--- src/rtl/rgb_pkg.sv ---
// Shared types for the RGB LED channel blocks.
//   DUTY_W       : default duty width in bits
//   duty_t       : duty / target value type
//   ramp_state_t : slew limiter ramp state
package rgb_pkg;

  localparam int DUTY_W = 8;

  typedef logic [DUTY_W-1:0] duty_t;

  typedef enum logic [1:0] {
    IDLE,
    UP,
    DOWN
  } ramp_state_t;

endpackage

--- src/rtl/duty_slew_limiter_if.sv ---
// Control/status bundle between a channel controller and its duty slew limiter.
//   target    : requested duty (controller -> limiter)
//   enable    : 1 = ramp advances, 0 = freeze
//   bypass    : 1 = duty follows target directly
//   duty_out  : applied duty (limiter -> controller / pwm)
//   ramping   : 1 while a ramp is in progress
//   at_target : 1 when applied duty equals the registered target
interface duty_slew_limiter_if #(
  parameter int DUTY_W = rgb_pkg::DUTY_W
);

  logic [DUTY_W-1:0] target;
  logic              enable;
  logic              bypass;
  logic [DUTY_W-1:0] duty_out;
  logic              ramping;
  logic              at_target;

  modport master (
    output target, enable, bypass,
    input  duty_out, ramping, at_target
  );

  modport slave (
    input  target, enable, bypass,
    output duty_out, ramping, at_target
  );

endinterface

--- src/rtl/tick_prescaler.sv ---
// Rate divider: counts 0..DIV-1 while run=1 and flags the last count with tick.
//   clk   : clock
//   rst   : synchronous active-high reset (count -> 0)
//   clear : synchronous clear (count -> 0), overrides run
//   run   : advance the count this cycle; 0 holds it
//   tick  : 1 while count == DIV-1
module tick_prescaler #(
  parameter int DIV = 1024
) (
  input  logic clk,
  input  logic rst,
  input  logic clear,
  input  logic run,
  output logic tick
);

  localparam int            CW   = (DIV > 2) ? $clog2(DIV) : 1;
  localparam logic [CW-1:0] LAST = CW'(DIV - 1);

  logic [CW-1:0] count;

  assign tick = (count == LAST);

  always_ff @(posedge clk) begin
    if (rst || clear) begin
      count <= '0;
    end else if (run) begin
      count <= tick ? '0 : count + CW'(1);
    end
  end

endmodule

--- src/rtl/duty_slew_limiter.sv ---
// Rate-limits changes of a PWM duty so fast target changes and count wraps fade smoothly.
// Moves duty_out toward the registered target by at most STEP_SIZE every
// STEP_DIV cycles, treating target as an unsigned magnitude (255->0 ramps
// down through every value).
//   clk           : system clock
//   rst           : synchronous active-high reset
//   bus.target    : requested duty, registered into target_q every cycle
//   bus.enable    : 0 freezes duty_out, state and prescaler
//   bus.bypass    : 1 loads duty_out from target_q directly (priority over enable)
//   bus.duty_out  : applied duty (registered)
//   bus.ramping   : 1 while state is UP or DOWN (registered)
//   bus.at_target : 1 when duty_out == target_q (registered)
//
// state | meaning
// IDLE  | duty_out equals target_q, prescaler parked at 0
// UP    | target_q above duty_out, step up on each prescaler tick
// DOWN  | target_q below duty_out, step down on each prescaler tick
module duty_slew_limiter #(
  parameter int DUTY_W    = 8,
  parameter int STEP_DIV  = 1024,
  parameter int STEP_SIZE = 1
) (
  input  logic                clk,
  input  logic                rst,
  duty_slew_limiter_if.slave  bus
);

  import rgb_pkg::*;

  localparam logic [DUTY_W-1:0] STEP = DUTY_W'(STEP_SIZE);

  logic [DUTY_W-1:0] target_q;
  logic [DUTY_W-1:0] duty_q;
  ramp_state_t       state;

  logic [DUTY_W-1:0] dist_up, dist_dn, step_up, step_dn;
  logic [DUTY_W-1:0] duty_nxt;
  ramp_state_t       state_nxt;
  logic              tick, presc_clear, presc_run;

  // Leaving IDLE always starts a fresh interval; direction reversals keep
  // the running interval so an oscillating target does not stall the ramp.
  assign presc_clear = bus.bypass || (bus.enable && state == IDLE);
  assign presc_run   = bus.enable && !bus.bypass && state != IDLE;

  tick_prescaler #(.DIV(STEP_DIV)) u_presc (
    .clk   (clk),
    .rst   (rst),
    .clear (presc_clear),
    .run   (presc_run),
    .tick  (tick)
  );

  // Step is clamped to the remaining distance, so no overshoot or wrap.
  assign dist_up = target_q - duty_q;
  assign dist_dn = duty_q - target_q;
  assign step_up = (dist_up < STEP) ? dist_up : STEP;
  assign step_dn = (dist_dn < STEP) ? dist_dn : STEP;

  always_comb begin
    duty_nxt  = duty_q;
    state_nxt = state;
    if (bus.bypass) begin
      duty_nxt  = target_q;
      state_nxt = IDLE;
    end else if (bus.enable) begin
      case (state)
        IDLE: begin
          if (target_q > duty_q)      state_nxt = UP;
          else if (target_q < duty_q) state_nxt = DOWN;
        end
        UP, DOWN: begin
          if (target_q > duty_q) begin
            if (tick) duty_nxt = duty_q + step_up;
            state_nxt = (duty_nxt == target_q) ? IDLE : UP;
          end else if (target_q < duty_q) begin
            if (tick) duty_nxt = duty_q - step_dn;
            state_nxt = (duty_nxt == target_q) ? IDLE : DOWN;
          end else begin
            state_nxt = IDLE;
          end
        end
        default: state_nxt = IDLE;
      endcase
    end
  end

  // Flags are derived from the values being loaded this edge so they line
  // up with duty_out; at_target compares against the incoming target.
  always_ff @(posedge clk) begin
    if (rst) begin
      target_q      <= '0;
      duty_q        <= '0;
      state         <= IDLE;
      bus.ramping   <= 1'b0;
      bus.at_target <= 1'b1;
    end else begin
      target_q      <= bus.target;
      duty_q        <= duty_nxt;
      state         <= state_nxt;
      bus.ramping   <= (state_nxt != IDLE);
      bus.at_target <= (duty_nxt == bus.target);
    end
  end

  assign bus.duty_out = duty_q;

endmodule

--- src/flat_wrapper.sv ---
// flat-port wrapper written by rule: the top's interface ports become plain ports
module duty_slew_limiter_flat import rgb_pkg::*;
#(
  parameter int DUTY_W    = 8,
  parameter int STEP_DIV  = 1024,
  parameter int STEP_SIZE = 1
)
  (clk, rst, bus_target, bus_enable, bus_bypass, bus_duty_out, bus_ramping, bus_at_target);
  duty_slew_limiter_if #(.DUTY_W(DUTY_W)) bus_i ();
  input  logic clk;
  input  logic rst;
  input wire logic [$bits(bus_i.target)-1:0] bus_target;
  input wire logic [$bits(bus_i.enable)-1:0] bus_enable;
  input wire logic [$bits(bus_i.bypass)-1:0] bus_bypass;
  output wire logic [$bits(bus_i.duty_out)-1:0] bus_duty_out;
  output wire logic [$bits(bus_i.ramping)-1:0] bus_ramping;
  output wire logic [$bits(bus_i.at_target)-1:0] bus_at_target;
  assign bus_i.target = bus_target;
  assign bus_i.enable = bus_enable;
  assign bus_i.bypass = bus_bypass;
  assign bus_duty_out = bus_i.duty_out;
  assign bus_ramping = bus_i.ramping;
  assign bus_at_target = bus_i.at_target;
  duty_slew_limiter #(.DUTY_W(DUTY_W), .STEP_DIV(STEP_DIV), .STEP_SIZE(STEP_SIZE)) u_core (.clk(clk), .rst(rst), .bus(bus_i));
endmodule
--- config.mk ---
export PLATFORM = sky130hd
export DESIGN_NAME = duty_slew_limiter_flat
export DESIGN_NICKNAME = d
export VERILOG_FILES = /design/src/rtl/rgb_pkg.sv /design/src/rtl/duty_slew_limiter_if.sv /design/src/rtl/tick_prescaler.sv /design/src/rtl/duty_slew_limiter.sv /design/src/flat_wrapper.sv
export SDC_FILE = /design/constraint.sdc
export NUM_CORES = 1
export LEC_CHECK = 0
export CORE_ASPECT_RATIO = 1.75
export CORE_UTILIZATION = 65
export DETAILED_ROUTE_END_ITERATION = 10
export GPL_TIMING_DRIVEN = 0
export PLACE_DENSITY = 0.93
export SYNTH_ARGS = -nofsm -noshare
export SYNTH_HDL_FRONTEND = slang
export SYNTH_SLANG_ARGS = --single-unit
--- constraint.sdc ---
create_clock -name clk -period 7 [get_ports clk]
set_input_delay 1.4 -clock clk [delete_from_list [all_inputs] [get_ports clk]]
set_output_delay 1.4 -clock clk [all_outputs]
set_load 0.03 [all_outputs]
# Word level (Yosys, flattened, before mapping)
# Cells that the tools add are included.
dict set report op_classes {
  n_mux 28
  n_reduce_logical 10
  n_eq_ne 6
  n_addsub 5
  magnitude_cmp 4
}
# cell count
set op_table {}
lappend op_table {{8-bit 2-to-1 mux} 18}
lappend op_table {{8-bit equality test} 3}
lappend op_table {{8-bit subtractor} 3}
lappend op_table {{8-bit by 1-bit < comparator with 1-bit output, second input constant} 2}
lappend op_table {{2-bit 2-to-1 mux} 7}
lappend op_table {{10-bit by 1-bit adder with 10-bit output, second input constant} 1}
lappend op_table {{10-bit equality test, second input constant} 1}
lappend op_table {{10-bit 2-to-1 mux} 1}
lappend op_table {{8-bit adder} 1}
lappend op_table {{8-bit greater-than comparator} 1}
lappend op_table {{8-bit < comparator} 1}
lappend op_table {{2-bit case mux with 2 select lines} 1}
lappend op_table {{2-bit nonzero test} 2}
lappend op_table {{1-bit logical AND} 3}
lappend op_table {{2-bit by 1-bit equality test with 1-bit output, second input constant} 1}
lappend op_table {{2-bit equality test, second input constant} 1}
lappend op_table {{2-bit zero test} 1}
lappend op_table {{1-bit logical OR} 2}
lappend op_table {{2-bit OR reduction} 1}
lappend op_table {{1-bit zero test} 1}
lappend op_table {{1-bit 2-to-1 mux} 1}
dict set report totals {
  regBits 30
  elab_cells 59
  out_inout_bits 10
  inputBits 12
}

# Depth between registers and ports, before layout
# Gate-level depths: netlist of the first run.
dict set report depth {
  word_depth 18
  mapped_depth 21
  depth_no_buf 20
}

# Modules after synthesis
# A second synthesis of the first run with hierarchy kept.
dict set report unflattened {
  cells_unflattened 486
  area_unflattened_um2 3724.8
}
# mod instances area_each_um2 cells_each
set by_module_without_submodules {}
lappend by_module_without_submodules {duty_slew_limiter 1 3249.4 432}
lappend by_module_without_submodules {tick_prescaler 1 475.5 54}

# Worst setup path before layout of the first run
# No wires, ideal clock.
dict set report synth_timing {
  path_type {register -> register}
  startpoint {reg u_core.duty_q[0], in the netlist u_core.bus.duty_out[0]}
  endpoint {reg u_core.bus.at_target}
  path_buffers 1
  path_stages_with_launch 22
  setup_time_ps 78
  path_slack_ps 2268
  t_arrival_ps 4654
  synth_period_minus_slack_ps 4732
  cell_sequence {dfxtp_1 clkbuf_1 inv_1 ha_1 fa_1 nand2b_1 a21oi_1 mux2_2 or3_4 nand2b_1 nand2_1 fa_1 a211oi_1 nor2_1 xor2_1 mux2i_1 o31ai_1 xnor2_1 nand2_1 a2111oi_0 a31oi_1 nor3_1}
}
dict set report synth_via {
  elab_chain_len 16
}
# element line
set synth_rtl {}
lappend synth_rtl {{from (decl)} duty_slew_limiter.sv:33} ;# logic [DUTY_W-1:0] duty_q;
lappend synth_rtl {{from (signal assigned)} duty_slew_limiter.sv:99} ;# duty_q <= duty_nxt;
lappend synth_rtl {{8-bit subtractor} duty_slew_limiter.sv:56} ;# assign dist_dn = duty_q - target_q;
lappend synth_rtl {{8-bit by 1-bit < comparator with 1-bit output} duty_slew_limiter.sv:58} ;# assign step_dn = (dist_dn < STEP) ? dist_dn : STEP;
lappend synth_rtl {{8-bit 2-to-1 mux} duty_slew_limiter.sv:58}
lappend synth_rtl {{8-bit subtractor} duty_slew_limiter.sv:77} ;# if (tick) duty_nxt = duty_q - step_dn;
lappend synth_rtl {{8-bit 2-to-1 mux} duty_slew_limiter.sv:77}
lappend synth_rtl {{8-bit 2-to-1 mux} duty_slew_limiter.sv:76} ;# end else if (target_q < duty_q) begin
lappend synth_rtl {{8-bit 2-to-1 mux} duty_slew_limiter.sv:73} ;# if (target_q > duty_q) begin
lappend synth_rtl {{8-bit 2-to-1 mux} duty_slew_limiter.sv:67} ;# case (state)
lappend synth_rtl {{8-bit 2-to-1 mux} duty_slew_limiter.sv:66} ;# end else if (bus.enable) begin
lappend synth_rtl {{8-bit 2-to-1 mux} duty_slew_limiter.sv:63} ;# if (bus.bypass) begin
lappend synth_rtl {{8-bit 2-to-1 mux} duty_slew_limiter.sv:76}
lappend synth_rtl {{8-bit 2-to-1 mux} duty_slew_limiter.sv:73}
lappend synth_rtl {{8-bit 2-to-1 mux} duty_slew_limiter.sv:67}
lappend synth_rtl {{8-bit 2-to-1 mux (*)} duty_slew_limiter.sv:66}
lappend synth_rtl {{8-bit 2-to-1 mux (*)} duty_slew_limiter.sv:63}
lappend synth_rtl {{8-bit equality test (*)} duty_slew_limiter.sv:102} ;# bus.at_target <= (duty_nxt == bus.target);
lappend synth_rtl {{to (signal assigned)} duty_slew_limiter.sv:102}
lappend synth_rtl {{to (decl)} duty_slew_limiter_if.sv:26} ;# output duty_out, ramping, at_target
# Every way passes the cells marked *; elsewhere a longest branch is shown, timed or not. The select of a mux whose other input is x is not followed.
# A chain may end at the register's enable or synchronous reset.

# Final worst setup path of the first run
dict set report layout_timing {
  startpoint {reg u_core.duty_q[5], in the netlist u_core.bus.duty_out[5]}
  endpoint {reg u_core.bus.ramping}
}
dict set report layout_via {
  elab_chain_len 18
}
# element line
set layout_rtl {}
lappend layout_rtl {{8-bit subtractor} duty_slew_limiter.sv:56}
lappend layout_rtl {{8-bit by 1-bit < comparator with 1-bit output} duty_slew_limiter.sv:58}
lappend layout_rtl {{8-bit 2-to-1 mux} duty_slew_limiter.sv:58}
lappend layout_rtl {{8-bit subtractor} duty_slew_limiter.sv:77}
lappend layout_rtl {{8-bit 2-to-1 mux} duty_slew_limiter.sv:77}
lappend layout_rtl {{8-bit 2-to-1 mux} duty_slew_limiter.sv:76}
lappend layout_rtl {{8-bit 2-to-1 mux} duty_slew_limiter.sv:73}
lappend layout_rtl {{8-bit 2-to-1 mux} duty_slew_limiter.sv:67}
lappend layout_rtl {{(+2 left out)} -}
lappend layout_rtl {{8-bit equality test} duty_slew_limiter.sv:78} ;# state_nxt = (duty_nxt == target_q) ? IDLE : DOWN;
lappend layout_rtl {{2-bit 2-to-1 mux} duty_slew_limiter.sv:78}
lappend layout_rtl {{2-bit 2-to-1 mux} duty_slew_limiter.sv:76}
lappend layout_rtl {{2-bit 2-to-1 mux} duty_slew_limiter.sv:73}
lappend layout_rtl {{2-bit case mux with 2 select lines (*)} duty_slew_limiter.sv:67}
lappend layout_rtl {{2-bit 2-to-1 mux (*)} duty_slew_limiter.sv:66}
lappend layout_rtl {{2-bit 2-to-1 mux (*)} duty_slew_limiter.sv:63}
lappend layout_rtl {{2-bit nonzero test (*)} duty_slew_limiter.sv:101} ;# bus.ramping <= (state_nxt != IDLE);
lappend layout_rtl {{to (signal assigned)} duty_slew_limiter.sv:101}
lappend layout_rtl {{to (decl)} duty_slew_limiter_if.sv:26}
# Marks and branches as above.

==> flow_summary_export.csv, run 1 <==
group,metric,value,unit
outcome,outcome,"complete, but fails checks",
outcome,violations,"DRC",
setup_path,end_kind,"flip-flop",
hold_path,hp-class,"reg2reg",
floorplanning,rows,35,
floorplanning,core,0.00526,mm^2
placed_design,io_buffers,20,
placed_design,place_congestion,0.974,
routing,avgViaCountPerCell,6.70,
floorplanning,start_util,67.6,%
pwr,ir_drop,135,uV
timing,setup_viol,0,
cts,cts.path.max_buffers,2,
routing,routedWlPerCell,19.4,um
routing,num_vias,3837,
layout,multi_input_area,0.00280,mm^2
timing,hold_viol,0,
synth,avgSynthCellArea,7.43,um^2
synth,ys.flop_type,"dfxtp_1",
layout,fill_cells,425,
global_routing,antenna_found_initial,0,
pwr,power_density,142,mW/mm^2
synth,synthDistinctLibCells,66,
cts,cts_made_buffers,5,
synth,synth_largest_area_cell,"dfxtp_1",
pwr,leakage,0.00160,uW
synth,yosysWarnings,0,
timing,worst_slew_pin_slew,0.960,ns
layout,design_area,0.00396,mm^2
timing,rsz0062_at_grt,"false",
layout,diodes,0,
floorplanning,io_pins,22,
floorplanning,die_area,0.00578,mm^2
cts,htreeDepth,2,
setup_path,critPathLaunchType,"flip-flop",
setup_path,path_class,"reg2reg",
synth,ys_top_cells_by_count,"nor2_1, nand2_1, a21oi_1",
timing,final-max-slew-violation-count,0,
timing,clock_skew,0.00440,ns
routing,drtPass1Iterations,8,
cts,ctsHoldBuffers,0,
routing,routed_wl,11.1,mm
pwr,power,560,uW
synth,async_flop_share,0,%
layout,regArea,601,um^2
cts,post-cts-setup-buffers,0,
timing,fin_crit,5.87,ns
routing,drtIter0Drc,299,
synth,ys_ff_latch,30,
timing,fmax,0.170,GHz
global_routing,grt_pass1_vias,3733,
global_routing,grt_remaining_overflow,0,
routing,ant_nets,0,
setup_path,cp.arrival,6.04,ns
cts,ctsResizeCount,0,
timing,setup_tns,0,ns
global_routing,grt_max_degree,11,
synth,synth.top_cells.by_area,"dfxtp_1, ha_1, xnor2_1",
floorplanning,die-height,99.8,um
floorplanning,die-width,57.9,um
synth,synth-edff-count,0,
cts,cts_tree,"done",
placed_design,place_area,0.00387,mm^2
setup_path,critical_path.max_fanout,10,
synth,yosysMostFrequentCell,"nor2_1",
run,maxCapViolations,0,
global_routing,track_usage,39.2,%
synth,synth_top_area_share,16.9,%
cts,clock-root-buffer,"clkbuf_8",
synth,ys_seq_area_share,16.9,%
synth,netlist_area,0.00355,mm^2
layout,layout-drive-gt1-share,5.79,%
cts,path_clk_slew,0.06,ns
layout,final_nets,563,
cts,clk_latency,0.29,ns
synth,synthCells,478,
routing,drc,2,
cts,clock-sinks,30,
timing,max_slew_margin,34.3,%
placed_design,dpl.hpwl,8.69,mm
timing,min_period_over_period,83.8,%
layout,area.growth.synth_to_final,11.4,%
setup_path,critPathRequiredTime,7.17,ns
global_routing,grt_pass1_wl,17.4,mm
## kinds of logic (layout without fill, tap and decap cells)
group,Yosys count,in the layout,synth area share [%]
and+or+nand+nor,173,173,24.5
xor gates and xnor gates,42,42,10.4
other,2,14,0.211
buffers and inverters,49,77,5.46
DFF,30,30,16.9
AOI/OAI and AO/OA,138,138,26.8
adders and majority gates,34,34,12.8
muxes,10,10,2.96
## critical path: stages, from the launching register on
cell,delay [ns]
dfxtp_1,0.58
inv_1,0.23
ha_1,0.35
buf_2,0.21
o21ai_0,0.10
and3b_1,0.18
a2111oi_0,0.45
nand4_1,0.45
and2_1,0.33
fa_1,0.41
a211oi_1,0.40
o21ai_0,0.17
a21oi_1,0.21
xor2_1,0.34
a21boi_0,0.15
nor4_1,0.28
o2111ai_1,0.18
a311oi_1,0.30
a31oi_1,0.17
or2_1,0.26
## flip-flops by register name, summed over array words and instances (netlist names)
register / flops
u_core.u_presc.count: 10
u_core.bus.duty_out: 8
u_core.target_q: 8
u_core.state: 2
u_core.bus.ramping: 1
u_core.bus.at_target: 1
## through the flow
| step | util [%] | std cells | setup WS, ns | hold slack [ns] |
|---|---|---|---|---|
| CTS | 75.3 | 573 | 1.32 | 0.492 |
| detailed placement | 73.6 | 565 | 1.33 | 0.484 |
| finish | 75.3 | 573 | 1.13 | 0.498 |
| global route | 75.3 | 573 | 0.966 | 0.515 |
| floorplan | - | 490 | 2.27 | 0.449 |
| global placement | 73.6 | 565 | 1.34 | 0.464 |
## per-layer routing
metal	track usage, %	wire (um)	up-vias
li1	-	-	1794
met1	42.2	4210	1818
met2	70.4	5530	162
met3	5.54	620	63
met4	22.9	745	0
met5	0	0	-
## worst paths after layout
check	start	end	slack, ns	depth (start not counted)
worst min-delay path	u_core.u_presc.count[1]	u_core.u_presc.count[1]	0.50	2
worst max register to register	u_core.bus.duty_out[5]	u_core.bus.ramping	1.13	19
worst min register to register	u_core.u_presc.count[1]	u_core.u_presc.count[1]	0.50	2
worst max-delay path	u_core.bus.duty_out[5]	u_core.bus.ramping	1.13	19
## power breakdown
part	switching [uW]	leakage, uW	total [uW]	internal, uW
combinational	135	0.00130	225	90.0
sequential	13.3	0.000246	191	177
clock	65.7	0.0000482	145	79.2
total	214	0.00160	560	347
## layout by cell type (no fill, tap or decap), types with 13 or more instances in the layout
cell	synthesis	layout
clkdlybuf4s50_1	0	20
dfxtp_1	30	30
o21ai_0	22	22
xor2_1	19	19
inv_1	28	28
nand2_1	37	37
xnor2_1	23	23
a21oi_1	34	34
a31oi_1	13	13
conb_1	2	14
clkbuf_1	14	15
ha_1	30	30
nor3_1	13	13
nor2_1	45	45
## layout make-up
| cell class | instances | share of cell area, % |
|---|---|---|
| clock buffers | 7 | 2.18 |
| clock inverters | 1 | 0.126 |
| inverters | 29 | 2.75 |
| flip-flops and latches | 30 | 15.2 |
| well taps | 55 | 1.74 |
| repair buffers | 20 | 5.06 |
| plain buffers | 20 | 2.15 |
| multi-input cells | 411 | 70.8 |
No activity file was read; power rests on OpenSTA's default activity.
==> run 2, diff against run 1 <==
Settings changed: CORE_UTILIZATION 65 to 61, PLACE_DENSITY 0.93 to 0.89.
Clock period 7 ns to 5.4 ns, I/O delays scaled along.
==> run 2 against run 1 <==
- the flow now finishes without violations
- combinational power rose by 32%
- critical path depth fell by 1
- clock-buffer cell count did not move
- largest cell class unchanged
==> flow_summary_export.csv, run 2 (synthesis gave the netlist of run 1 again) <==
group,metric,value,unit
global_routing,grt_pass1_vias,3679,
timing,setup_viol,0,
global_routing,grt_pass1_wl,17.3,mm
global_routing,grt_remaining_overflow,0,
timing,fmax,0.193,GHz
placed_design,io_buffers,20,
setup_path,crit_start,"u_core.target_q[1]",
cts,cts_made_buffers,5,
timing,worst_slew_pin_slew,0.968,ns
floorplanning,start_util,63.6,%
routing,ant_nets,0,
global_routing,grt_max_degree,11,
layout,layout-drive-gt1-share,8.45,%
layout,mostFrequentLayoutCells,"nor2_1, nand2_1, a21oi_1",
routing,drtIter0Drc,241,
routing,drc,0,
timing,hold_viol,0,
routing,avgViaCountPerCell,6.50,
setup_path,r2r_slack,0.22,ns
setup_path,critPathRequiredTime,5.57,ns
outcome,outcome,"finished clean",
timing,clock_skew,0.00374,ns
placed_design,dpl.hpwl,8.57,mm
cts,htreeDepth,2,
timing,min_period_over_period,96.0,%
routing,num_vias,3883,
floorplanning,die-height,103,um
pwr,leakage,0.00162,uW
routing,routed_wl,11.2,mm
setup_path,end_kind,"flip-flop",
timing,fin_crit,5.18,ns
floorplanning,die-width,59.7,um
routing,routedWlPerCell,18.7,um
hold_path,hp-class,"reg2reg",
cts,clock-root-buffer,"clkbuf_8",
cts,clk_latency,0.28,ns
setup_path,critical_path.max_fanout,7,
setup_path,r2r-end,"u_core.bus.ramping",
layout,area.growth.synth_to_final,13.8,%
layout,final_nets,566,
timing,rsz0062_at_grt,"true",
cts,cts_tree,"done",
timing,setup_tns,0,ns
placed_design,place_congestion,0.982,
layout,diodes,0,
layout,largest_register_ffs,10,
floorplanning,io_pins,22,
setup_path,cp.arrival,5.35,ns
timing,max_slew_margin,35.0,%
placed_design,placed_cells,586,
floorplanning,rows,36,
global_routing,track_usage,37.4,%
cts,cts.path.max_buffers,2,
global_routing,antenna_found_initial,0,
setup_path,path_class,"reg2reg",
floorplanning,die_area,0.00615,mm^2
layout,stdcell_count,597,
setup_path,rr_worst_depth,18,
cts,clock-sinks,30,
cts,ctsHoldBuffers,0,
run,maxCapViolations,0,
routing,drtPass1Iterations,5,
timing,final-max-slew-violation-count,0,
layout,top_register,"u_core.u_presc.count",
cts,path_clk_slew,0.06,ns
setup_path,critical_path.reg2reg.startpoint,"u_core.target_q[1]",
setup_path,cp-endpoint,"u_core.bus.ramping",
layout,final_common_cell,"nor2_1",
pwr,ir_drop,114,uV
floorplanning,core,0.00559,mm^2
setup_path,critPathLaunchType,"flip-flop",
pwr,power_density,181,mW/mm^2
## run 2: critical path: stages (launching register included)
cell,delay [ns]
dfxtp_1,0.58
inv_1,0.14
fa_1,0.45
xor2_1,0.16
nand3_1,0.10
a2111oi_1,0.32
nand4_1,0.25
and2_1,0.24
fa_1,0.43
a211oi_2,0.36
o21ai_0,0.14
a21oi_1,0.20
xor2_1,0.32
a21boi_0,0.14
nor4_1,0.32
o2111ai_1,0.18
a311oi_1,0.29
a31oi_1,0.16
or2_1,0.27
## run 2: power by group
| group | total, uW | internal [uW] | switching, uW |
|---|---|---|---|
| Clock | 187 | 103 | 84.3 |
| Sequential | 247 | 230 | 16.7 |
| Combinational | 297 | 120 | 177 |
## run 2: through the flow
step                instance area [um^2]  utilization (%)  power (uW)  worst slack, ns  hold slack (ns)
floorplan                           3600                -         454            0.668            0.449
global placement                    3890             69.7         525           -0.144            0.459
detailed placement                  3890             69.7         532           -0.219            0.489
CTS                                 4000             71.6         717           0.0659            0.498
global route                        4050             72.4         769         -0.00858            0.519
finish                              4050             72.4         730            0.217            0.506
## run 2: cell type report
class | instances | area (um^2)
tap | 76 | 95.1
fill | 497 | 1540
timing repair buffer | 23 | 223
inverter | 29 | 109
multi-input combinational | 411 | 2830
buffer | 20 | 88.8
clock buffer | 7 | 86.3
sequential | 30 | 613
clock inverter | 1 | 5.00
## run 2: worst min-delay path by stage
stage | start | end | depth (start not counted)
4_1_cts | u_core.u_presc.count[1] | u_core.u_presc.count[1] | 2
5_1_grt | u_core.u_presc.count[1] | u_core.u_presc.count[1] | 2
3_3_place_gp | u_core.u_presc.count[1] | u_core.u_presc.count[1] | 2
2_1_floorplan | u_core.u_presc.count[1] | u_core.u_presc.count[1] | 2
3_5_place_dp | u_core.u_presc.count[1] | u_core.u_presc.count[1] | 2
6_report | u_core.u_presc.count[1] | u_core.u_presc.count[1] | 2
## run 2: what timing repair did
action                     4_1_cts  5_1_grt
setup buffers                    1        2
pin swaps                        1        3
setup endpoints to repair        3        3
gates resized for setup          2       14
## run 2: metal layers
layer  up-vias  part of all wire [%]  global-route usage, %
li1       1805                     -                      -
met4         0                   7.2                   25.2
met1      1805                    37                   40.2
met2       203                    50                   64.9
met3        70                   6.0                   6.15
met5         -                     0                      0
==> run 3, diff against run 2 <==
Settings changed: CORE_MARGIN set to 2, REMOVE_ABC_BUFFERS set to 1.
==> run 3 against run 2 <==
- sequential power is essentially flat
- worst hold slack got worse by 0.018 ns
- clock-buffer cell count down 1
- largest cell class unchanged
==> flow_summary_export.csv, run 3 (synthesis gave the netlist of run 1 again) <==
group,metric,value,unit
outcome,outcome,"finished clean",
timing,clock_skew,0.00516,ns
layout,layout-drive-gt1-share,7.60,%
setup_path,rr_worst_depth,19,
routing,drtIter0Drc,306,
placed_design,placed_cells,568,
setup_path,critPathLaunchType,"flip-flop",
cts,cts_tree,"done",
floorplanning,start_util,63.6,%
timing,max_slew_margin,28.7,%
placed_design,dpl.hpwl,8.30,mm
timing,final-max-slew-violation-count,0,
placed_design,place_congestion,1.01,
pwr,power,770,uW
placed_design,detailedPlace.worstSlack,-0.355,ns
pwr,leakage,0.00159,uW
layout,mostFrequentLayoutCells,"nor2_1, nand2_1, a21oi_1",
routing,num_vias,3726,
hold_path,hp-class,"reg2reg",
setup_path,crit_chain,"inv_1 > ha_1 > fa_1 > xor2_1 > nand3_1 > a2111oi_1 > nand4_1 > and2_1 > fa_1 > a211oi_2 > o21ai_0 > a21oi_1 > xor2_1 > a21boi_0 > nor4_2 > o2111ai_1 > a311oi_2 > a31oi_1 > or2_1",
hold_path,min_from,"u_core.u_presc.count[1]",
floorplanning,die-height,105,um
timing,worst_slew_pin_slew,1.06,ns
hold_path,min_path_cells,2,
cts,clock-sinks,30,
pwr,switching_share,35.8,%
routing,ant_nets,0,
pwr,p_comb_share,37.5,%
setup_path,cp.arrival,5.37,ns
floorplanning,rows,36,
timing,fmax,0.193,GHz
cts,clock-root-buffer,"clkbuf_8",
timing,setup_viol,0,
timing,rsz0062_at_grt,"true",
global_routing,track_usage,35.4,%
setup_path,critical_path.reg2reg.startpoint,"u_core.target_q[0]",
routing,avgViaCountPerCell,6.47,
setup_path,r2r-end,"u_core.bus.ramping",
setup_path,max_stage_delay,0.49,ns
timing,fin_crit,5.19,ns
setup_path,path_class,"reg2reg",
routing,routed_wl,10.9,mm
hold_path,whs_endpoint,"u_core.u_presc.count[1]",
layout,final_common_cell,"nor2_1",
pwr,power_density,193,mW/mm^2
floorplanning,io_pins,22,
routing,drc,0,
timing,hold_viol,0,
setup_path,cp_slowest_cell,"dfxtp_1",
routing,routedWlPerCell,18.8,um
global_routing,grt_remaining_overflow,0,
cts,cts_made_buffers,5,
global_routing,grt_pass1_wl,17.4,mm
setup_path,critical_path.max_fanout,6,
pwr,clkPwrFrac,30.0,%
pwr,power_switching,276,uW
timing,min_period_over_period,96.2,%
cts,cts.path.max_buffers,2,
cts,ctsHoldBuffers,0,
floorplanning,core,0.00559,mm^2
setup_path,end_kind,"flip-flop",
layout,area.growth.synth_to_final,12.3,%
pwr,seq_power_share,32.5,%
setup_path,r2r_slack,0.21,ns
timing,worst_slack,0.207,ns
cts,htreeDepth,2,
layout,stdcell_count,576,
floorplanning,die-width,61.7,um
global_routing,grt_pass1_vias,3754,
setup_path,critPathRequiredTime,5.58,ns
cts,path_clk_slew,0.06,ns
layout,diodes,0,
pwr,intPower,494,uW
floorplanning,die_area,0.00648,mm^2
timing,hold_slack,0.488,ns
layout,final_nets,546,
cts,clk_latency,0.29,ns
run,maxCapViolations,0,
global_routing,antenna_found_initial,0,
placed_design,io_buffers,21,
pwr,ir_drop,205,uV
layout,top_register,"u_core.u_presc.count",
global_routing,grt_max_degree,22,
layout,largest_register_ffs,10,
routing,drtPass1Iterations,5,
run 3: cell count changes in the layout (fill, tap and decap cells not counted), sizes merged:
cell           change
clkinv             -1
buf                -7
clkbuf            -15
clkdlybuf4s50      +1
bufinv             +1
run 3: cell type report:
cell class,count,area [um^2]
inverters,29,109
well taps,76,95.1
fillers,495,1590
clock buffers,6,82.6
multi-input cells,411,2840
flip-flops and latches,30,607
clock inverters,1,30.0
repair buffers,23,229
run 3: power by group through the flow:
stage / sequential (uW) / clock, uW / combinational, uW
3_3_place_gp: 253 / 0 / 267
3_5_place_dp: 253 / 0 / 274
6_report: 250 / 231 / 289
5_1_grt: 250 / 242 / 313
4_1_cts: 248 / 232 / 278
2_1_floorplan: 254 / 0 / 193
run 3: through the flow:
stage / utilization [%] / cell area (um^2) / setup TNS, ns
after CTS: 70.9 / 3960 / 0
final: 71.5 / 3990 / 0
after detailed placement: 68.7 / 3830 / -0.553
after global placement: 68.4 / 3820 / -0.462
after floorplan: - / 3510 / 0
after global routing: 71.5 / 3990 / -0.0626
run 3: worst max path at each step:
stage                            from              endpoint  slack (ns)  depth (start not counted)
2_1_floorplan  u_core.bus.duty_out[5]    u_core.bus.ramping        0.70                         18
3_3_place_gp   u_core.bus.duty_out[5]    u_core.bus.ramping       -0.35                         18
3_5_place_dp   u_core.bus.duty_out[5]    u_core.bus.ramping       -0.35                         18
4_1_cts        u_core.bus.duty_out[0]  u_core.bus.at_target       0.004                         20
5_1_grt            u_core.target_q[0]    u_core.bus.ramping       -0.06                         19
6_report           u_core.target_q[0]    u_core.bus.ramping        0.21                         19
run 3: per-layer routing:
metal	track usage (%)	up-vias	share of wire (%)
met2	57.5	191	50
met3	6.68	72	6.4
li1	-	1757	-
met4	25.4	0	8.1
met5	0	-	0
met1	38.6	1706	36
run 3: repair_timing:
action                                  CTS  global route
pin swaps                                 1             0
setup buffers                             1             0
endpoints found under the setup margin    3             3
gates resized for setup                   3             9
cloned                                    0             0
hold endpoints to repair                  0             0
run 3: critical path, delay by kind of cell, from the launching register on:
kind                       cells  cell delay, ns
AOI/OAI and AO/OA              8            1.79
and+or+nand+nor                5            1.20
adders and majority gates      3            1.05
DFF                            1            0.49
xor gates and xnor gates       2            0.44
buffers and inverters          1            0.10
